==> src/rtl/pipe_mux_tree.sv <==
// Pipelined N_IN:1 channel-select tree with one register rank per level.
// Carries valid and the effective select alongside the data; an optional scan counter sweeps the channels.
module pipe_mux_tree #(
    parameter int WIDTH = 4,
    parameter int N_IN  = 8,
    parameter int SEL_W = $clog2(N_IN)
) (
    input  logic                  clk,
    input  logic                  rst,
    input  logic                  in_valid,
    input  logic [N_IN*WIDTH-1:0] in_data,
    input  logic [SEL_W-1:0]      sel,
    input  logic                  auto_mode,
    input  logic                  stall,
    output logic                  out_valid,
    output logic [WIDTH-1:0]      out_data,
    output logic [SEL_W-1:0]      out_sel,
    output logic [SEL_W-1:0]      scan_idx
);

    logic [SEL_W-1:0] eff_sel;
    logic             advance;

    assign eff_sel = auto_mode ? scan_idx : sel;
    assign advance = !stall;

    // N_IN is a power of two, so the natural SEL_W-bit rollover is the wrap to 0.
    always_ff @(posedge clk or posedge rst) begin
        if (rst) begin
            scan_idx <= '0;
        end else if (advance && in_valid && auto_mode) begin
            scan_idx <= scan_idx + 1'b1;
        end
    end

    for (genvar k = 1; k <= SEL_W; k++) begin : g_lvl
        localparam int NCH = N_IN >> k;

        logic [2*NCH*WIDTH-1:0] prev_data;
        logic                   prev_valid;
        logic [SEL_W-1:0]       prev_sel;
        logic [NCH*WIDTH-1:0]   data_d;
        logic [NCH*WIDTH-1:0]   data_q;
        logic                   valid_q;
        logic [SEL_W-1:0]       sel_q;

        if (k == 1) begin : g_src
            assign prev_data  = in_data;
            assign prev_valid = in_valid;
            assign prev_sel   = eff_sel;
        end else begin : g_src
            assign prev_data  = g_lvl[k-1].data_q;
            assign prev_valid = g_lvl[k-1].valid_q;
            assign prev_sel   = g_lvl[k-1].sel_q;
        end

        // Each level consumes the select bit of its own depth.
        always_comb begin
            data_d = '0;
            for (int j = 0; j < NCH; j++) begin
                data_d[j*WIDTH +: WIDTH] = prev_sel[k-1] ? prev_data[(2*j+1)*WIDTH +: WIDTH]
                                                         : prev_data[(2*j)*WIDTH +: WIDTH];
            end
        end

        // Data loads even for invalid beats; consumers qualify with valid.
        always_ff @(posedge clk or posedge rst) begin
            if (rst) begin
                data_q  <= '0;
                valid_q <= 1'b0;
                sel_q   <= '0;
            end else if (advance) begin
                data_q  <= data_d;
                valid_q <= prev_valid;
                sel_q   <= prev_sel;
            end
        end
    end

    assign out_valid = g_lvl[SEL_W].valid_q;
    assign out_data  = g_lvl[SEL_W].data_q;
    assign out_sel   = g_lvl[SEL_W].sel_q;

endmodule
==> config.mk <==
export PLATFORM = sky130hd
export DESIGN_NAME = pipe_mux_tree
export DESIGN_NICKNAME = d
export VERILOG_FILES = /design/src/rtl/pipe_mux_tree.sv
export SDC_FILE = /design/constraint.sdc
export NUM_CORES = 1
export LEC_CHECK = 0
export ABC_AREA = 0
export BUFFER_PORTS_ARGS = -buffer_cell sky130_fd_sc_hd__buf_2
export CAP_MARGIN = 20
export CORE_MARGIN = 10
export CORE_UTILIZATION = 25
export CTS_CLUSTER_DIAMETER = 50
export DETAILED_ROUTE_END_ITERATION = 10
export SYNTH_ARGS = -nofsm -noshare
export SYNTH_HDL_FRONTEND = slang
export SYNTH_SLANG_ARGS = --single-unit
==> constraint.sdc <==
create_clock -name clk -period 1.7 [get_ports clk]
set_clock_uncertainty 0.1 [all_clocks]
set_input_delay 0.255 -clock clk [delete_from_list [all_inputs] [get_ports clk]]
set_output_delay 0.255 -clock clk [all_outputs]
set_load 0.05 [all_outputs]
==> results.md, run 1 <==
* Via-to-Cell Ratio at 4.12
* Clk Latency, worst-skew pair at 0.29 ns
* Status: finished, final reports clean
* Fmax at 716 MHz
* Antenna violations before repair at 0
* Area delta synth->final at 23.6%
* Post-route cell area at 2360 um2
* Ant. Diodes at 0
* Post-layout minimum cycle time at 1.40 ns
* Max-Slew Margin vs Limit at 0.613
* Multiplexer share of the synthesized area at 0.228
* Die Height at 107 um
* VDD IR max at 400 uV
* Cells after synthesis at 165
* Slew Viols, Final at 0
* TNS Setup at 0 ns
* Resized Gates After CTS at 0
* CP Max Fanout at 4
* Initial cell density of the core at 0.260
* Post-Synth XOR/XNOR Area at 0.00919
* Residual DRC at 0
* Critical path arrival at 1.04 ns
* Synth Net Count at 206
* Nets at 256
* Vias in the first global route at 1464
* Post-synth top cells: dfrtp_1 (43), mux2i_1 (31), nand2_1 (31)
* CP max stage cell: dfrtp_1
* Post-synth EDFFs at 0
* Die area at 11500 um2
* Top post-synthesis cells by area: dfrtp_1 (56%), mux2i_1 (16%), nand2_1 (6.1%)
* Post-Synth Adder-Cell Area at 0.00656
* Post-synthesis simple-gate area fraction at 0.0696
* Predominant post-synthesis flop cell: dfrtp_1
* Top cell type's share of synthesized area at 0.564
* Total chip power at 0.00317 W
* CTS Buf Count at 5
* Pleak at 1.13 nW
* Largest family of logic cells by synthesized area: multiplexers
* Core Region at 7330 um2
* Crit-path max cell delay at 0.45 ns
* CTS H-Tree Depth at 2
* Max Root-Sink Buffers at 2
* Iter 0 DRT Violations at 54
* Detailed Place HPWL at 3030 um
* Yosys reg bits at 43
* Synthesis Warnings at 0
* Post-synthesis average cell area at 11.6 um2
* Share of flip-flops with an asynchronous set or reset at 1.00
* Final Cycle Share at 0.821
* Input/output buffers at 50
* Placer congestion estimate at 0.694
* Pwr/cell area at 1350 nW/um2
* Clock Sinks at 43
* Critical path data required time at 1.34 ns
* CP cell instances: buf_2
* Postcts setup bufs at 0
* CTS tree: yes
* Worst setup SP type: register
* Slew @ Worst Pin at 0.580 ns
* DR WL/cell at 12.8 um
* Final setup vio count at 0
* Synthesized cell area at 1910 um2
* GRT overflow at 0
* Row Count at 31
* CP endpoint kind: output pin
* WS Path Type: reg2out
* Area leader, netlist: dfrtp_1
* DP Area at 2260 um2
* Sequential cell area fraction in the yosys report at 0.564
* Final ANT Viol Nets at 0
* Vias at 1297
* Clk slew on worst S/H paths at 0.08 ns
* Max Cap Violations at 0
* Largest net degree at the start of global routing at 34
* Post-synth cell types at 16
* Fraction of layout cells with a size suffix above 1 at 0.329
* RSZ-0062 raised after global routing: false
* GRT Resource Usage Total at 0.0744
* Most common cell in the netlist: dfrtp_1
* Die Span X at 107 um
* Final Hold Viols at 0
* Delay-heaviest family, CP: flip-flops
* Root Driver: clkbuf_8
* Num ports at 51
* Compound-cell area share of the yosys netlist at 0.0814
* Tightest Hold Check Type: in2reg
* Worst slack on hold paths at 0.129 ns
* CP bufs+invs at 1
* First-pass GRT wire length at 6950 um
* Drt total wl at 4040 um
* DR pass1 iterations at 4
==> metal layers <==
metal / up-vias / share of wire / global-route usage
met1: 602 / 0.51 / 0.0948
li1: 660 / - / -
met5: - / 0 / 0
met2: 30 / 0.45 / 0.114
met3: 5 / 0.035 / 0.0246
met4: 0 / 0.0099 / 0.0286
==> report_power, final <==
part	leakage [nW]	total [W]	switching (W)	internal (W)
Combinational	0.565	0.00107	0.000660	0.000414
Sequential	0.527	0.00148	0.000195	0.00128
Clock	0.0422	0.000617	0.000329	0.000288
Total	1.13	0.00317	0.00118	0.00199
==> final timing paths <==
check	startpoint	endpoint	slack [ns]	depth (start not counted)
worst max-delay path	scan_idx[0]	scan_idx[0]	0.30	1
worst min-delay path	in_data[6]	g_lvl[1].data_q[2]	0.13	3
worst max register to register	scan_idx[0]	g_lvl[1].data_q[8]	0.34	4
worst min register to register	g_lvl[1].sel_q[2]	g_lvl[1].sel_q[2]	0.38	2
max in group asynchronous	rst	g_lvl[1].sel_q[0]	0.59	4
min in group asynchronous	rst	scan_idx[2]	0.43	3
==> cell usage in the layout, fill, tap and decap left out <==
cell type,count
buf_2,50
dfrtp_1,43
mux2i_1,31
nand2_1,31
o21ai_0,22
o21ai_1,9
mux2_2,9
clkbuf_8,5
xnor2_1,2
clkbuf_1,2
buf_12,2
buf_4,2
mux2i_4,1
nand3b_1,1
inv_1,1
inv_2,1
nand4b_1,1
ha_1,1
clkinv_2,1
dlygate4sd3_1,1
==> flip-flops by register name, indices dropped and copies added, names as in the netlist <==
name,count
g_lvl.data_q,24
g_lvl.sel_q,6
g_lvl.valid_q,2
out_data,4
out_sel,3
out_valid,1
scan_idx,3
==> through the flow <==
stage	setup slack [ns]	utilization	cells
detailed placement	0.255	0.309	306
floorplan	0.0418	-	165
global placement	0.268	0.309	306
global route	0.246	0.321	315
finish	0.303	0.321	315
CTS	0.284	0.321	315
==> timing repair <==
action,4_1_cts,5_1_grt
hold buffers,1,0
endpoints found under the setup margin,0,0
hold endpoints to repair,21,0
==> cells by family after synthesis <==
| group | Yosys count |
|---|---|
| AOI/OAI and AO/OA | 31 |
| xor gates and xnor gates | 2 |
| adders and majority gates | 1 |
| buffers and inverters | 14 |
| DFF | 43 |
| muxes | 41 |
| and+or+nand+nor | 33 |
==> cell type report <==
cell class                 count  area (um2)
clock buffer                   7        76.3
tap                           99         124
multi-input combinational    108         752
timing repair buffer          55         315
inverter                       2        7.51
fill                         781        4970
sequential                    43        1080
clock inverter                 1        5.00
(Power assumes the default switching activity.)
==> run 2, diff against run 1 <==
--- a/config.mk
+++ b/config.mk
@@ -5,7 +5,7 @@
 export SDC_FILE = /design/constraint.sdc
 export NUM_CORES = 1
 export LEC_CHECK = 0
-export ABC_AREA = 0
+export ABC_AREA = 1
 export BUFFER_PORTS_ARGS = -buffer_cell sky130_fd_sc_hd__buf_2
 export CAP_MARGIN = 20
 export CORE_MARGIN = 10
==> constraint.sdc (replaced) <==
create_clock -name clk -period 1.35 [get_ports clk]
set_clock_uncertainty 0.1 [all_clocks]
set_input_delay 0.2025 -clock clk [delete_from_list [all_inputs] [get_ports clk]]
set_output_delay 0.2025 -clock clk [all_outputs]
set_load 0.05 [all_outputs]
==> run 2 against run 1 <==
Wire length increased by 27%. Total power up 8.8%. Synthesized cell count grew 64%. Highest routed layer unchanged.
==> results.md, run 2 <==
* Synthesized cell area at 2120 um2 (+11%)
* Top cell type's share of synthesized area at 0.506 (-0.0578)
* Final Util at 0.311 (-0.0102)
* Largest net degree at the start of global routing at 36 (+5.9%)
* CP bufs+invs at 1 (unchanged)
* CP endpoint kind: output pin
* DP Area at 2480 um2 (+9.3%)
* Post-synth EDFFs at 0 (unchanged)
* CP max stage cell: dfrtp_2
* Yosys reg bits at 43 (unchanged)
* Worst Reg2Reg Path Length in Cells at 4 (unchanged)
* Most flops, register: g_lvl.data_q
* Resized Gates After CTS at 0 (unchanged)
* Final Cycle Share at 0.954
* Delay-heaviest family, CP: flip-flops
* Final ANT Viol Nets at 0 (unchanged)
* Clk slew on worst S/H paths at 0.08 ns (about the same)
* Sequential cell area fraction in the yosys report at 0.506 (-0.0578)
* Fraction of layout cells with a size suffix above 1 at 0.226 (-0.103)
* DR pass1 iterations at 4 (unchanged)
* Detailed Place HPWL at 3940 um (+30%)
* Max reg flops at 24 (unchanged)
* Status: finished, final reports clean
* Slew Viols, Final at 0 (unchanged)
* Final setup vio count at 0 (unchanged)
* Post-synthesis average cell area at 7.84 um2 (-32%)
* Die area at 12600 um2 (+9.2%)
* CTS Buf Count at 5 (unchanged)
* Input/output buffers at 50 (unchanged)
* Residual DRC at 0 (unchanged)
* Post-route cell area at 2570 um2 (+9.1%)
* Multiplexer share of the synthesized area at 0 (-0.228)
* Ant. Diodes at 0 (unchanged)
* Via-to-Cell Ratio at 4.24 (+3.0%)
* Row Count at 33 (+6.5%)
* FILL cells at 905 (+16%)
* CP cell instances: buf_2
* CTS H-Tree Depth at 2 (unchanged)
* Max Cap Violations at 0 (unchanged)
* Antenna violations before repair at 0 (unchanged)
* Initial cell density of the core at 0.257 (-0.00284)
* Top post-synthesis cells by area: dfrtp_1 (51%), nand2_1 (12%), nand3_1 (11%)
* Share of flip-flops with an asynchronous set or reset at 1.00 (unchanged)
* Final Hold Viols at 0 (unchanged)
* Iter 0 DRT Violations at 90 (+67%)
* Predominant post-synthesis flop cell: dfrtp_1
* Largest family of logic cells by synthesized area: simple AND/OR/NAND/NOR gates
* Post-cts hold buffer count at 1 (unchanged)
* GRT Resource Usage Total at 0.0816 (+0.00720)
* Root Driver: clkbuf_8
* Compound-cell area share of the yosys netlist at 0.0854 (+0.00403)
* Post-Synth XOR/XNOR Area at 0 (-0.00919)
* WS Path Type: reg2out
* Fmax at 777 MHz
* Vias in the first global route at 1917 (+31%)
* Post-Synth Adder-Cell Area at 0.00589 (-0.000672)
* Max-Slew Margin vs Limit at 0.740 (+0.127)
* Placer congestion estimate at 0.775 (+12%)
* Pleak at 1.42 nW (+25%)
* Drt total wl at 5130 um (+27%)
* Crit-path max cell delay at 0.41 ns (-0.04 ns)
* Post-synth cell types at 22 (+6)
* VDD IR max at 427 uV (+6.7%)
* Critical path data required time at 1.05 ns (-0.29 ns)
* Postcts setup bufs at 0 (unchanged)
* First-pass GRT wire length at 8910 um (+28%)
* CP Max Fanout at 5 (+1)
* Post-layout minimum cycle time at 1.29 ns
* Most common cell after layout, fill and taps aside: nand2_1
* Tightest Hold Check Type: in2reg
* GRT overflow at 0 (unchanged)
* Die Height at 112 um (+4.5%)
* Area leader, netlist: dfrtp_1
* Vias at 1815 (+40%)
* Worst setup SP type: register
* Most common cell in the netlist: nand2_1
* Slew @ Worst Pin at 0.389 ns (-0.191 ns)
* Die Span X at 112 um (+4.5%)
* Clock Sinks at 43 (unchanged)
* Synthesis Warnings at 0 (unchanged)
* Critical path arrival at 0.99 ns (-0.05 ns)
* Post-synthesis simple-gate area fraction at 0.285 (+0.215)
* Num ports at 51 (unchanged)
* Total chip power at 0.00345 W (+8.8%)
* RSZ-0062 raised after global routing: false
* Pwr/cell area at 1340 nW/um2 (-0.23%)
* CTS tree: yes
* Synth Net Count at 312 (+51%)
* Clk Latency, worst-skew pair at 0.29 ns (about the same)
* TNS Setup at 0 ns (unchanged)
* Core Region at 8260 um2 (+13%)
* DR WL/cell at 12.0 um (-6.5%)
* Hold path cells at 3 (unchanged)
* Cells after synthesis at 271 (+64%)
* Critical Path Stages at 1 (unchanged)
* Nets at 363 (+42%)
* Max Root-Sink Buffers at 2 (unchanged)
* Post-synth top cells: nand2_1 (70), nand3_1 (47), dfrtp_1 (43)
* Area delta synth->final at 21.0%
* Most frequent cells in the layout: nand2_1 (70), buf_2 (50), nand3_1 (47), dfrtp_1 (42), inv_1 (39)
## run 2: per-stage QoR
| step | instances | worst slack (ns) | hold slack [ns] |
|---|---|---|---|
| floorplan | 271 | -0.0470 | 0.250 |
| global placement | 419 | 0.186 | 0.116 |
| detailed placement | 419 | 0.150 | 0.102 |
| CTS | 428 | 0.0428 | 0.0526 |
| global route | 428 | 0.0203 | 0.0608 |
| finish | 428 | 0.0623 | 0.0648 |
## run 2: cell type report
class | count | area (um2) | area share
Clock buffer | 5 | 68.8 | 0.0268
Clock inverter | 3 | 15.0 | 0.00584
Inverter | 42 | 160 | 0.0623
Multi-Input combinational cell | 173 | 800 | 0.311
Sequential cell | 43 | 1080 | 0.419
Tap cell | 105 | 131 | 0.0511
Timing Repair Buffer | 57 | 318 | 0.124
## run 2: layer usage
metal	wire length (um)	track usage
met1	2630	0.110
met2	2220	0.123
met3	216	0.0202
met4	61	0.0305
met5	0	0
## run 2: cell families after synthesis
logic type,after synthesis
simple gates,137
buf+inv,55
fa+ha+maj,1
flops,43
compound gates,35
## run 2: worst paths after layout
check	slack, ns	startpoint	to
max	0.06	scan_idx[0]	scan_idx[0]
max in group asynchronous	0.35	rst	g_lvl[2].data_q[0]
min	0.06	sel[2]	g_lvl[1].sel_q[2]
min reg2reg	0.37	g_lvl[2].sel_q[1]	out_sel[1]
min in group asynchronous	0.33	rst	g_lvl[1].sel_q[1]
max reg2reg	0.13	scan_idx[0]	g_lvl[1].data_q[15]
## run 2: worst register-to-register path: stages (launching register included)
cell,delay (ns)
dfrtp_2,0.44
nand2_2,0.26
nand3_1,0.13
nand3_1,0.12
nand2_1,0.05
## run 2: report_power, final
part	leakage, nW	total, W	switching [W]	internal (W)
clock	0.0477	0.000770	0.000416	0.000354
combinational	0.860	0.00101	0.000701	0.000311
sequential	0.513	0.00167	0.000151	0.00152
total	1.42	0.00345	0.00127	0.00218
==> run 3, diff against run 2 <==
--- a/config.mk
+++ b/config.mk
@@ -8,9 +8,12 @@
 export ABC_AREA = 1
 export BUFFER_PORTS_ARGS = -buffer_cell sky130_fd_sc_hd__buf_2
 export CAP_MARGIN = 20
+export CORE_ASPECT_RATIO = 0.5
 export CORE_MARGIN = 10
 export CORE_UTILIZATION = 25
+export CTS_BUF_LIST = sky130_fd_sc_hd__clkbuf_4 sky130_fd_sc_hd__clkbuf_8 sky130_fd_sc_hd__clkbuf_16
 export CTS_CLUSTER_DIAMETER = 50
+export CTS_CLUSTER_SIZE = 16
 export DETAILED_ROUTE_END_ITERATION = 10
 export SYNTH_ARGS = -nofsm -noshare
 export SYNTH_HDL_FRONTEND = slang
==> run 3 against run 2 <==
Final area rose by 2.5%. Total power grew 12%. Sequential share of layout area shrank 1.0 points. Global-route usage is 0.52 points higher. Sequential power is essentially flat. Sequential cell count unchanged. Critical path depth stayed put. Die area rose by 1.8%. Maximum frequency is 1.1% higher. Non-clock buffer count did not move. First-iteration DRC count up 64%. Critical endpoint unchanged.
==> results.md, run 3 (synthesis gave the netlist of run 2 again) <==
* Slew Viols, Final at 0 (unchanged)
* Postcts setup bufs at 0 (unchanged)
* GRT overflow at 0 (unchanged)
* Antenna violations before repair at 0 (unchanged)
* Worst Reg2Reg Path Length in Cells at 4 (unchanged)
* DP Area at 2480 um2 (+0.35%)
* Clk Latency, worst-skew pair at 0.28 ns (about the same)
* Die area at 12800 um2 (+1.8%)
* Final setup vio count at 0 (unchanged)
* Min-delay src: sel[2]
* Die Height at 85.2 um (-24%)
* Vias in the first global route at 1910 (-0.37%)
* CP Max Fanout at 5 (unchanged)
* CTS Buf Count at 5 (unchanged)
* Hold path cells at 3 (unchanged)
* FF-to-FF setup slack at 0.15 ns (+0.02 ns)
* Worst r2r src: scan_idx[0]
* FILL cells at 894 (-1.2%)
* Critical path arrival at 0.97 ns (-0.02 ns)
* Slew @ Worst Pin at 0.338 ns (-0.0513 ns)
* Via-to-Cell Ratio at 4.23 (-0.36%)
* Final Hold Viols at 0 (unchanged)
* Worst setup SP type: register
* Worst slack on hold paths at 0.0688 ns (+0.00393 ns)
* Post-layout minimum cycle time at 1.27 ns (-0.0141 ns)
* Worst slack at placement at 0.135 ns (-0.0145 ns)
* Ant. Diodes at 0 (unchanged)
* Placed cell count at 426 (+1.7%)
* RR Endpoint: g_lvl[1].data_q[1]
* Final Cycle Share at 0.943 (-0.0104)
* Status: finished, final reports clean
* DR WL/cell at 12.4 um (+3.7%)
* Die Span X at 150 um (+34%)
* Row Count at 23 (-30%)
* CTS tree: yes
* VDD IR max at 527 uV (+23%)
* Most flops, register: g_lvl.data_q
* Max reg flops at 24 (unchanged)
* Fmax at 785 MHz (+1.1%)
* WS Path Type: reg2out
* Vias at 1838 (+1.3%)
* CP endpoint kind: output pin
* Nets at 363 (unchanged)
* RSZ-0062 raised after global routing: false
* Finished Layout Cells at 435 (+1.6%)
* Pwr/cell area at 1460 nW/um2 (+8.8%)
* Detailed Place HPWL at 3970 um (+0.87%)
* Clock Sinks at 43 (unchanged)
* Max-Slew Margin vs Limit at 0.774 (+0.0337)
* Delay-heaviest family, CP: flip-flops
* Max Cap Violations at 0 (unchanged)
* Worst min-delay path endpoint: g_lvl[1].sel_q[2]
* Residual DRC at 0 (unchanged)
* Fraction of layout cells with a size suffix above 1 at 0.226 (unchanged)
* Critical path data required time at 1.05 ns (about the same)
* Iter 0 DRT Violations at 148 (+64%)
* Num ports at 51 (unchanged)
* Clk slew on worst S/H paths at 0.06 ns (-0.02 ns)
* Crit-path max cell delay at 0.40 ns (about the same)
* Drt total wl at 5400 um (+5.4%)
* Largest net degree at the start of global routing at 44 (+22%)
* CP cell instances: buf_2
* Root Driver: clkbuf_16
* Most common cell after layout, fill and taps aside: nand2_1
* TNS Setup at 0 ns (unchanged)
* Initial cell density of the core at 0.261 (+0.00360)
* CP bufs+invs at 1 (unchanged)
* First-pass GRT wire length at 9160 um (+2.7%)
* Input/output buffers at 50 (unchanged)
* Area delta synth->final at 24.0%
* Max Root-Sink Buffers at 2 (unchanged)
* Placer congestion estimate at 0.761 (-1.7%)
* Final ANT Viol Nets at 0 (unchanged)
* DR pass1 iterations at 4 (unchanged)
* CTS H-Tree Depth at 2 (unchanged)
* Most frequent cells in the layout: nand2_1 (70), buf_2 (50), nand3_1 (47), dfrtp_1 (42), inv_1 (38)
* CP max stage cell: dfrtp_2
* Core Region at 8140 um2 (-1.4%)
* Setup ws final at 0.0764 ns (+0.0141 ns)
* Post-route cell area at 2640 um2 (+2.5%)
* Pleak at 1.44 nW (+1.5%)
* GRT Resource Usage Total at 0.0868 (+0.00523)
* Tightest Hold Check Type: in2reg
==> run 3: cell types whose count changed in the layout (fill, tap and decap cells not counted), sizes merged <==
cell | before | now
clkinv | 4 | 5
inv | 41 | 40
==> run 3: cell type report <==
cell class / count / area [um2] / share of cell area
Clock buffer: 5 / 125 / 0.0475
Multi-Input combinational cell: 173 / 800 / 0.303
Inverter: 42 / 160 / 0.0608
Sequential cell: 43 / 1080 / 0.409
Timing Repair Buffer: 57 / 318 / 0.121
Clock inverter: 3 / 15.0 / 0.00570
Tap cell: 112 / 140 / 0.0532
==> run 3: report_power, final <==
group / switching [W] / internal, W
combinational: 0.000708 / 0.000311
clock: 0.000485 / 0.000675
sequential: 0.000149 / 0.00152
==> run 3: through the flow <==
step | util | total power, W
after floorplan | - | 0.00242
after global placement | 0.305 | 0.00272
after detailed placement | 0.305 | 0.00273
after CTS | 0.324 | 0.00389
after global routing | 0.324 | 0.00408
final | 0.324 | 0.00385
==> run 3: what timing repair did <==
action | CTS | global route
resized for setup | 0 | 0
hold buffers | 1 | 0
endpoints found under the hold margin | 43 | 0
==> run 3: layer usage <==
metal | vias to the layer above | global-route usage | routed length [um]
li1 | 955 | - | -
met1 | 846 | 0.111 | 2600
met4 | 0 | 0.0342 | 48
met2 | 35 | 0.135 | 2460
met3 | 2 | 0.0249 | 288
met5 | - | 0 | 0
==> run 3: worst max path at each step <==
stage,from,end,slack (ns),depth (start not counted)
6_report,scan_idx[0],scan_idx[0],0.08,1
3_5_place_dp,scan_idx[0],g_lvl[1].data_q[1],0.14,4
3_3_place_gp,scan_idx[0],g_lvl[1].data_q[15],0.14,5
4_1_cts,scan_idx[0],scan_idx[0],0.07,1
2_1_floorplan,rst,scan_idx[0],-0.05,1
5_1_grt,scan_idx[0],g_lvl[1].data_q[14],0.01,4
